===== src/rtl/mem_arbiter_pkg.sv =====
// Shared memory-access types: access size (funct3[1:0]), arbiter state
// encoding and the NOP word returned on an aborted instruction fetch.
package mem_arbiter_pkg;

    typedef enum logic [1:0] {
        SZ_BYTE = 2'd0,
        SZ_HALF = 2'd1,
        SZ_WORD = 2'd2
    } mem_size_t;

    typedef enum logic [1:0] {
        IDLE = 2'd0,
        DACC = 2'd1,
        IACC = 2'd2,
        RESP = 2'd3
    } arb_state_t;

    localparam logic [31:0] NOP_INSN = 32'h0000_0013;

endpackage


===== src/rtl/mem_arbiter_lane_align.sv =====
// Byte-lane handling for data accesses: store strobe/data replication,
// load lane select with sign/zero extension, and misalignment detect.
// Size encoding 3 is treated as a word access.
module mem_lane_align
    import mem_arbiter_pkg::*;
(
    input  mem_size_t   size,
    input  logic        is_unsigned,
    input  logic [1:0]  addr_lo,
    input  logic [31:0] wdata_in,
    input  logic [31:0] rdata_in,
    output logic [3:0]  strobe,
    output logic [31:0] wdata_out,
    output logic [31:0] rdata_out,
    output logic        misaligned
);

    logic [7:0]  rd_byte;
    logic [15:0] rd_half;

    // Lane selection of the read word by byte address
    always_comb begin
        rd_byte = '0;
        unique case (addr_lo)
            2'd0: rd_byte = rdata_in[7:0];
            2'd1: rd_byte = rdata_in[15:8];
            2'd2: rd_byte = rdata_in[23:16];
            2'd3: rd_byte = rdata_in[31:24];
            default: rd_byte = '0;
        endcase
        rd_half = addr_lo[1] ? rdata_in[31:16] : rdata_in[15:0];
    end

    // Strobes, replicated store data, extended load data and alignment check
    always_comb begin
        strobe     = '0;
        wdata_out  = '0;
        rdata_out  = '0;
        misaligned = 1'b0;
        case (size)
            SZ_BYTE: begin
                strobe    = 4'b0001 << addr_lo;
                wdata_out = {4{wdata_in[7:0]}};
                rdata_out = is_unsigned ? {24'd0, rd_byte} : {{24{rd_byte[7]}}, rd_byte};
            end
            SZ_HALF: begin
                strobe     = addr_lo[1] ? 4'b1100 : 4'b0011;
                wdata_out  = {2{wdata_in[15:0]}};
                rdata_out  = is_unsigned ? {16'd0, rd_half} : {{16{rd_half[15]}}, rd_half};
                misaligned = addr_lo[0];
            end
            default: begin
                strobe     = 4'b1111;
                wdata_out  = wdata_in;
                rdata_out  = rdata_in;
                misaligned = |addr_lo;
            end
        endcase
    end

endmodule


===== src/rtl/mem_arbiter.sv =====
// Arbiter sharing one 32-bit memory bus between instruction fetch and data
// load/store. Data requests win; one access outstanding at a time.
// Optional feature: define MEM_ARB_TIMEOUT_EN to abort accesses that stay
// busy for TIMEOUT cycles (data -> d_err, fetch -> NOP instruction).
module mem_arbiter
    import mem_arbiter_pkg::*;
#(
    parameter int ADDR_W  = 32,
    parameter int TIMEOUT = 255
) (
    input  logic              clk,
    input  logic              nRst,
    input  logic              i_req,
    input  logic [ADDR_W-1:0] i_addr,
    output logic              i_ready,
    output logic [31:0]       i_rdata,
    input  logic              d_ren,
    input  logic              d_wen,
    input  logic [1:0]        d_size,
    input  logic              d_unsigned,
    input  logic [ADDR_W-1:0] d_addr,
    input  logic [31:0]       d_wdata,
    output logic              d_ready,
    output logic [31:0]       d_rdata,
    output logic              d_err,
    output logic              bus_ren,
    output logic              bus_wen,
    output logic [ADDR_W-1:0] bus_addr,
    output logic [31:0]       bus_wdata,
    output logic [3:0]        bus_strobe,
    input  logic              bus_busy,
    input  logic [31:0]       bus_rdata
);

    localparam logic [ADDR_W-1:0] WORD_MASK = ~ADDR_W'(3);

    arb_state_t state;

    logic       lat_store;
    mem_size_t  lat_size;
    logic       lat_uns;
    logic [1:0] lat_lo;
    logic       lat_err;

    mem_size_t   al_size;
    logic        al_uns;
    logic [1:0]  al_lo;
    logic [3:0]  al_strobe;
    logic [31:0] al_wdata;
    logic [31:0] al_rdata;
    logic        al_mis;
    logic        abort;

`ifdef MEM_ARB_TIMEOUT_EN
    localparam int CNT_W = ($clog2(TIMEOUT + 1) > 8) ? $clog2(TIMEOUT + 1) : 8;
    localparam logic [CNT_W-1:0] TMO_LAST = CNT_W'(TIMEOUT - 1);
    logic [CNT_W-1:0] tmo_cnt;

    // Abort when the busy cycle being spent now would reach TIMEOUT
    always_comb begin
        abort = bus_busy && (tmo_cnt == TMO_LAST);
    end
`else
    // No timeout: accesses wait on bus_busy indefinitely
    always_comb begin
        abort = 1'b0;
    end
`endif

    // Aligner sees the live request in IDLE and the latched request during the access
    always_comb begin
        if (state == IDLE) begin
            al_size = mem_size_t'(d_size);
            al_uns  = d_unsigned;
            al_lo   = d_addr[1:0];
        end else begin
            al_size = lat_size;
            al_uns  = lat_uns;
            al_lo   = lat_lo;
        end
    end

    mem_lane_align u_align (
        .size        (al_size),
        .is_unsigned (al_uns),
        .addr_lo     (al_lo),
        .wdata_in    (d_wdata),
        .rdata_in    (bus_rdata),
        .strobe      (al_strobe),
        .wdata_out   (al_wdata),
        .rdata_out   (al_rdata),
        .misaligned  (al_mis)
    );

    // Arbitration FSM with registered bus and response outputs
    always_ff @(posedge clk or negedge nRst) begin
        if (!nRst) begin
            state      <= IDLE;
            lat_store  <= 1'b0;
            lat_size   <= SZ_BYTE;
            lat_uns    <= 1'b0;
            lat_lo     <= '0;
            lat_err    <= 1'b0;
            bus_ren    <= 1'b0;
            bus_wen    <= 1'b0;
            bus_addr   <= '0;
            bus_wdata  <= '0;
            bus_strobe <= '0;
            i_ready    <= 1'b0;
            i_rdata    <= '0;
            d_ready    <= 1'b0;
            d_rdata    <= '0;
            d_err      <= 1'b0;
`ifdef MEM_ARB_TIMEOUT_EN
            tmo_cnt    <= '0;
`endif
        end else begin
            i_ready <= 1'b0;
            d_ready <= 1'b0;
            d_err   <= 1'b0;
            case (state)
                IDLE: begin
`ifdef MEM_ARB_TIMEOUT_EN
                    tmo_cnt <= '0;
`endif
                    // Misaligned requests still pass through DACC, with strobes
                    // held low, so the error response keeps the two-cycle latency.
                    if (d_ren || d_wen) begin
                        state     <= DACC;
                        lat_store <= d_wen;
                        lat_size  <= mem_size_t'(d_size);
                        lat_uns   <= d_unsigned;
                        lat_lo    <= d_addr[1:0];
                        lat_err   <= al_mis;
                        if (!al_mis) begin
                            bus_ren    <= ~d_wen;
                            bus_wen    <= d_wen;
                            bus_addr   <= d_addr & WORD_MASK;
                            bus_wdata  <= d_wen ? al_wdata : '0;
                            bus_strobe <= al_strobe;
                        end
                    end else if (i_req) begin
                        state      <= IACC;
                        lat_err    <= 1'b0;
                        bus_ren    <= 1'b1;
                        bus_wen    <= 1'b0;
                        bus_addr   <= i_addr & WORD_MASK;
                        bus_wdata  <= '0;
                        bus_strobe <= 4'b1111;
                    end
                end
                DACC, IACC: begin
                    if (lat_err || !bus_busy || abort) begin
                        state      <= RESP;
                        bus_ren    <= 1'b0;
                        bus_wen    <= 1'b0;
                        bus_addr   <= '0;
                        bus_wdata  <= '0;
                        bus_strobe <= '0;
                        if (state == DACC) begin
                            d_ready <= 1'b1;
                            d_err   <= lat_err || abort;
                            d_rdata <= (lat_store || lat_err || abort) ? '0 : al_rdata;
                        end else begin
                            i_ready <= 1'b1;
                            i_rdata <= abort ? NOP_INSN : bus_rdata;
                        end
                    end
`ifdef MEM_ARB_TIMEOUT_EN
                    else begin
                        tmo_cnt <= tmo_cnt + 1'b1;
                    end
`endif
                end
                RESP: begin
                    state <= IDLE;
                end
                default: begin
                    state <= IDLE;
                end
            endcase
        end
    end

endmodule


===== config.mk =====
export PLATFORM = sky130hd
export DESIGN_NAME = mem_arbiter
export DESIGN_NICKNAME = d
export VERILOG_FILES = /design/src/rtl/mem_arbiter_pkg.sv /design/src/rtl/mem_arbiter_lane_align.sv /design/src/rtl/mem_arbiter.sv
export SDC_FILE = /design/constraint.sdc
export NUM_CORES = 1
export LEC_CHECK = 0
export ABC_AREA = 1
export CAP_MARGIN = 10
export CORE_ASPECT_RATIO = 0.7
export CORE_MARGIN = 3
export CORE_UTILIZATION = 46
export CTS_BUF_LIST = sky130_fd_sc_hd__clkbuf_4 sky130_fd_sc_hd__clkbuf_8
export CTS_CLUSTER_SIZE = 8
export DETAILED_ROUTE_END_ITERATION = 6
export GPL_TIMING_DRIVEN = 0
export PLACE_DENSITY = 0.81
export SETUP_SLACK_MARGIN = 0.4
export SLEW_MARGIN = 10
export SYNTH_ARGS = -nofsm -noshare
export SYNTH_HDL_FRONTEND = slang
export SYNTH_SLANG_ARGS = --single-unit

===== constraint.sdc =====
create_clock -name clk -period 2 [get_ports clk]
set_input_delay 0.2 -clock clk [delete_from_list [all_inputs] [get_ports clk]]
set_output_delay 0.2 -clock clk [all_outputs]
set_load 0.02 [all_outputs]

After elaboration in Yosys (flattened, before gate mapping)
Index checks and enable logic that the tools add are counted.
{ "word_totals": {"reg_bits": 146} }
{ "op_classes": {"n_reduce_logical": 17, "bitwise_logic": 2, "muxes": 51, "eq_ne": 10, "shifts": 1} }
{ "ops": {"columns": ["operator", "count"], "rows": [
  ["32-bit two-way mux", 11],
  ["32-bit case mux with 2 select lines", 4],
  ["8-bit case mux with 4 select lines", 1],
  ["4-bit two-way mux", 5],
  ["1-bit two-way mux", 18],
  ["16-bit two-way mux", 1],
  ["4-bit case mux with 2 select lines", 2],
  ["2-bit two-way mux", 5],
  ["2-bit equality test, second input constant", 4],
  ["2-bit by 1-bit equality test with 1-bit output, second input constant", 3],
  ["2-bit zero test", 3],
  ["1-bit case mux with 2 select lines", 3],
  ["2-bit case mux with 3 select lines", 1],
  ["2-bit AND reduction", 3],
  ["3-bit AND reduction", 2],
  ["4-bit AND reduction", 1],
  ["2-bit nonzero test", 2],
  ["2-bit OR reduction", 2],
  ["1-bit by 2-bit << shifter with 4-bit output, first input constant", 1],
  ["1-bit logical OR", 3],
  ["3-bit by 2-bit inequality test with 1-bit output, second input constant", 1],
  ["3-bit inequality test, second input constant", 1],
  ["2-bit inequality test, second input constant", 1],
  ["1-bit NOT", 2],
  ["1-bit zero test", 1]
]} }

Longest topological paths before layout
{ "depth": {"depth_word": 8, "ltp_mapped": 14} }

Modules after synthesis
From an unflattened synthesis, not the netlist that was laid out.
{ "unflattened": {"cells_unflattened": 1099, "area_unflattened_um2": 7852.5} }
{ "by_module_without_submodules": {"columns": ["module", "area_each_um2", "cells_per_inst", "instances"], "rows": [
  ["mem_arbiter", 6538.8, 839, 1],
  ["mem_lane_align", 1313.8, 260, 1]
]} }

Worst setup path before layout
No wires, ideal clock.
{ "synth_path": {"path_type": "register -> register", "startpoint": "register state[0]", "endpoint": "register d_rdata[21]", "setup_time_ns": 0.117, "slack_ns": 0.187, "t_arrival_ns": 1.697, "n_path_buf": 3, "path_stages_with_launch": 14, "path_cell_list": "dfrtp_1 inv_1 ha_1 buf_6 nand2_1 nand2_1 buf_4 nand2_1 o21ai_1 nand3b_1 nand3_4 buf_6 nand2_1 nand2_1"} }
{ "synth_between": {"elab_chain_len": 7, "elab_cells_between_ends": 20} }
{ "synth_rtl": {"columns": ["element", "line_no", "rtl"], "rows": [
  ["start, declared", "mem_arbiter.sv:37", "arb_state_t state;"],
  ["start signal, assigned", "mem_arbiter.sv:98", "state <= IDLE;"],
  ["start signal, assigned", "mem_arbiter.sv:129", "state <= DACC;"],
  ["start signal, assigned", "mem_arbiter.sv:143", "state <= IACC;"],
  ["2-bit zero test", "mem_arbiter.sv:72", "if (state == IDLE) begin"],
  ["2-bit two-way mux", "mem_arbiter.sv:72", null],
  ["2-bit equality test, or another cell as far along", "mem_arbiter_lane_align.sv:24", "unique case (addr_lo)"],
  ["8-bit case mux with 4 select lines", "mem_arbiter_lane_align.sv:24", null],
  ["32-bit two-way mux", "mem_arbiter_lane_align.sv:44", "rdata_out = is_unsigned ? {24'd0, rd_byte} : {{24{rd_byte[7]}}, rd_byte};"],
  ["32-bit case mux with 2 select lines", "mem_arbiter_lane_align.sv:40", "case (size)"],
  ["32-bit two-way mux", "mem_arbiter.sv:163", "d_rdata <= (lat_store || lat_err || abort) ? '0 : al_rdata;"],
  ["end signal, assigned", "mem_arbiter.sv:163", null],
  ["end, declared", "mem_arbiter.sv:24", "output logic [31:0] d_rdata,"]
]} }
Parallel ways exist; a longest one is shown, timed or not.
A chain may end at the register's enable or synchronous reset.

Worst setup path after layout
{ "layout_path": {"startpoint": "register state[0]", "endpoint": "register bus_addr[17]"} }
{ "layout_between": {"elab_chain_len": 6, "elab_cells_between_ends": 16} }
{ "layout_rtl": {"columns": ["element", "line_no", "rtl"], "rows": [
  ["2-bit zero test", "mem_arbiter.sv:72, mem_arbiter.sv:121", null],
  ["2-bit two-way mux", "mem_arbiter.sv:72", null],
  ["2-bit by 1-bit equality test with 1-bit output, or another cell as far along", "mem_arbiter_lane_align.sv:40", null],
  ["1-bit case mux with 2 select lines", "mem_arbiter_lane_align.sv:40", null],
  ["3-bit inequality test (no line)", null, null],
  ["4-bit AND reduction (no line)", null, null],
  ["end signal, assigned", "mem_arbiter.sv:138", "bus_addr <= d_addr & WORD_MASK;"],
  ["end signal, assigned", "mem_arbiter.sv:147", "bus_addr <= i_addr & WORD_MASK;"],
  ["end, declared", "mem_arbiter.sv:28", "output logic [ADDR_W-1:0] bus_addr,"]
]} }
Parallel ways exist; a longest one is shown, timed or not.

==> summary.md <==
| Metric | Value |
|---|---|
| Outcome | `finished with violations` |
| Failing checks | `negative setup slack` |
| Final hold vios | `0` |
| Worst Path Buf+Inv | `3` |
| Crit path from | `state[0]` |
| First-pass GRT wire length | `roughly 40 mm` |
| Clock Skew | `roughly 9.3 ps` |
| Slew @ Worst Pin | `746 ps` |
| Synthesized area | `around 0.0071 mm2` |
| Final core occ | `78.4%` |
| RR Endpoint | `bus_addr[17]` |
| Slew Limit Headroom | `approximately half` |
| DRC | `0` |
| R2R depth | `9` |
| DRT iter0 DRCs | `roughly 810` |
| Fin worst setup slack | `-7.25 ps` |
| H-tree depth | `4` |
| Synthesis-stage register bit count | `about 140` |
| Max Cap Viol | `0` |
| CTS sink count | `roughly 140` |
| Core area | `around 0.015 mm2` |
| YS warnings | `0` |
| Die Area | `approximately 0.017 mm2` |
| Post-DP HPWL | `19.2 mm` |
| Worst path slowest cell | `dfrtp_1` |
| Synth unique cells | `35` |
| Wire per inst | `between 15 and 20 um` |
| Critical Path End Type | `flop` |
| Reg-to-reg slack, setup | `-7 ps` |
| Row cnt | `37` |
| Worst skew pair latency | `around 460 ps` |
| Pleak | `roughly 5.5 nW` |
| Main flop type after synthesis | `dfrtp_1` |
| Max IR drop VDD | `about 0.95 mV` |
| Initial antenna violation count | `0` |
| Grt ovf | `0` |
| Fraction of registers with async set or reset after synthesis | `between 90% and 100%` |
| WP data arrival | `2380 ps` |
| Max frequency | `498 MHz` |
| TritonCTS buffer count | `17` |
| Port Buffers | `269` |
| Register area share after synthesis | `between 50% and 60%` |
| Routed Antenna Nets | `0` |
| Crit path depth | `9` |
| Critical R2R Launch | `state[0]` |
| 1st-pass router iterations | `5` |
| Family with the most delay on the worst path | `compound AO/OA/AOI/OAI gates` |
| Worst EP required | `roughly 2400 ps` |
| Routability cong. | `just over 0.9` |
| Syn avg cell area | `8.01 um2` |
| Initial Utilization | `a little under half` |
| Gr usage total | `a little under a third` |
| Die height | `between 100 and 150 um` |
| EDFF count, synth | `0` |
| Most used cell, CP | `buf_4` |
| Cells after Synth | `slightly below 900` |
| Critical path type | `flop to flop` |
| Unrepaired setup endpoints after global routing | `yes` |
| Period utilization | `100%` |
| Die width | `about 150 um` |
| CP Max Fanout | `10` |
| Hold crit path type | `input pin to asynchronous set/reset pin` |
| Io pins | `between 200 and 300` |
| Clock-pin slew on the worst setup and hold paths | `90 ps` |
| Minimum clock period | `~2000 ps` |
| CTS tree | `yes` |
| Total routed wirelength | `28.0 mm` |
| Nets | `approximately 1400` |
| Vias/cell | `~5.5` |
| Clock Tree Buf Depth | `2` |
| CTS root buffer | `clkbuf_8` |
| Critical path's largest stage delay | `380 ps` |
| Largest net degree at the start of global routing | `96` |
| Post-DP Area | `a little over 0.01 mm2` |
| CP Capture Point | `bus_addr[17]` |
| Fillers | `approximately 1000` |
| Via count | `about 8000` |
| Dpl ws | `-239 ps` |
| Crit path cell chain | `inv_2 > ha_4 > buf_4 > nand3_2 > o21ai_2 > a21oi_4 > nand3_4 > buf_4 > o21ai_0` |
| CP startpoint kind | `flop` |
| Layout area overhead | `65.2%` |
| Vias in the first global route | `about 7300` |
| Antenna diode count | `0` |
| Finished layout cell area | `0.0116 mm2` |
| Final setup fails | `2` |
| Count of pins over their slew limit | `0` |
| Layout cells sized above 1 | `between 10% and 20%` |
| PD cells | `between 1500 and 2000 mW/mm2` |
==> logic make-up (layout without fill, tap and decap cells) <==
| kind of cell | Yosys count | count (layout) | synth area share [%] |
|---|---|---|---|
| muxes | 30 | 30 | 4.26 |
| other | 1 | 2 | 0.0532 |
| and+or+nand+nor | 417 | 417 | 24.2 |
| adders and majority gates | 2 | 2 | 0.355 |
| buffers and inverters | 114 | 460 | 7.15 |
| DFF | 144 | 144 | 51.1 |
| AOI/OAI and AO/OA | 172 | 172 | 12.8 |
==> per-layer routing <==
layer  share of wire, %  track usage, %
met3                 10            8.85
met5                  0               0
met4                2.4            8.38
met1                 42            44.2
met2                 45            46.5
==> Yosys cell counts, drive strengths merged (4+ instances only) <==
| library cell | n | share of area [%] |
|---|---|---|
| a21oi | 44 | 3.2 |
| buf | 24 | 2.3 |
| clkbuf | 22 | 1.2 |
| dfrtp | 144 | 51 |
| inv | 67 | 3.6 |
| mux2i | 30 | 4.3 |
| nand2 | 326 | 18 |
| nand3 | 32 | 2.8 |
| nand4 | 4 | 0.35 |
| nor2 | 43 | 2.5 |
| nor3 | 10 | 0.71 |
| o21ai | 121 | 8.9 |
==> cell usage in the layout, fill, tap and decap left out, drive strengths merged, types with 10 or more instances in the layout <==
cell type	instances
nand2	326
clkdlybuf4s50	268
dfrtp	144
o21ai	121
inv	71
buf	68
a21oi	44
nor2	43
clkbuf	42
nand3	32
mux2i	30
nor3	10
==> worst min-delay path by stage <==
stage | endpoint | slack [ps] | depth (start not counted)
2_1_floorplan | bus_addr[10] | -100 | 0
3_5_place_dp | i_rdata[23] | 130 | 1
3_3_place_gp | lat_size[0] | 450 | 2
4_1_cts | i_rdata[24] | 220 | 2
6_report | i_rdata[24] | 220 | 2
5_1_grt | i_rdata[24] | 240 | 2
==> stage by stage <==
stage                     cells  TNS [ps]  hold slack, ps  total power (W)
final                      1422     -14.0             224           0.0223
after global routing       1422     -1350             236           0.0236
after CTS                  1401         0             217           0.0196
after detailed placement   1346    -12380             131           0.0155
after global placement     1345   -734890             455           0.0152
after floorplan             881         0           -95.6           0.0110
==> registers in the layout, indices dropped and copies added (netlist names), 2 cells and up <==
signal / flops
state: 2
i_rdata: 32
bus_addr: 30
lat_lo: 2
lat_size: 2
bus_wdata: 32
bus_strobe: 4
d_rdata: 32
==> repair_timing <==
action	4_1_cts	5_1_grt
buffers inserted	18	16
setup endpoints to repair	267	270
gates resized for setup	75	148
hold buffers	1	0
cloned	4	5
pin swaps	10	26
endpoints found under the hold margin	49	0
==> power breakdown <==
| group | switching [W] | internal [W] |
|---|---|---|
| registers | 0.000642 | 0.00411 |
| clock network | 0.00126 | 0.00143 |
| logic | 0.00851 | 0.00634 |
| total | 0.0104 | 0.0119 |
==> final cells by class <==
| class | count | area [um2] | share of cell area (%) |
|---|---|---|---|
| clock inverters | 13 | 199 | 1.71 |
| plain buffers | 46 | 415 | 3.57 |
| well taps | 195 | 244 | 2.09 |
| multi-input cells | 623 | 3440 | 29.5 |
| repair buffers | 314 | 3210 | 27.5 |
| flip-flops and latches | 144 | 3600 | 30.9 |
| clock buffers | 19 | 255 | 2.19 |
| inverters | 68 | 283 | 2.43 |
(Power assumes the default switching activity.)
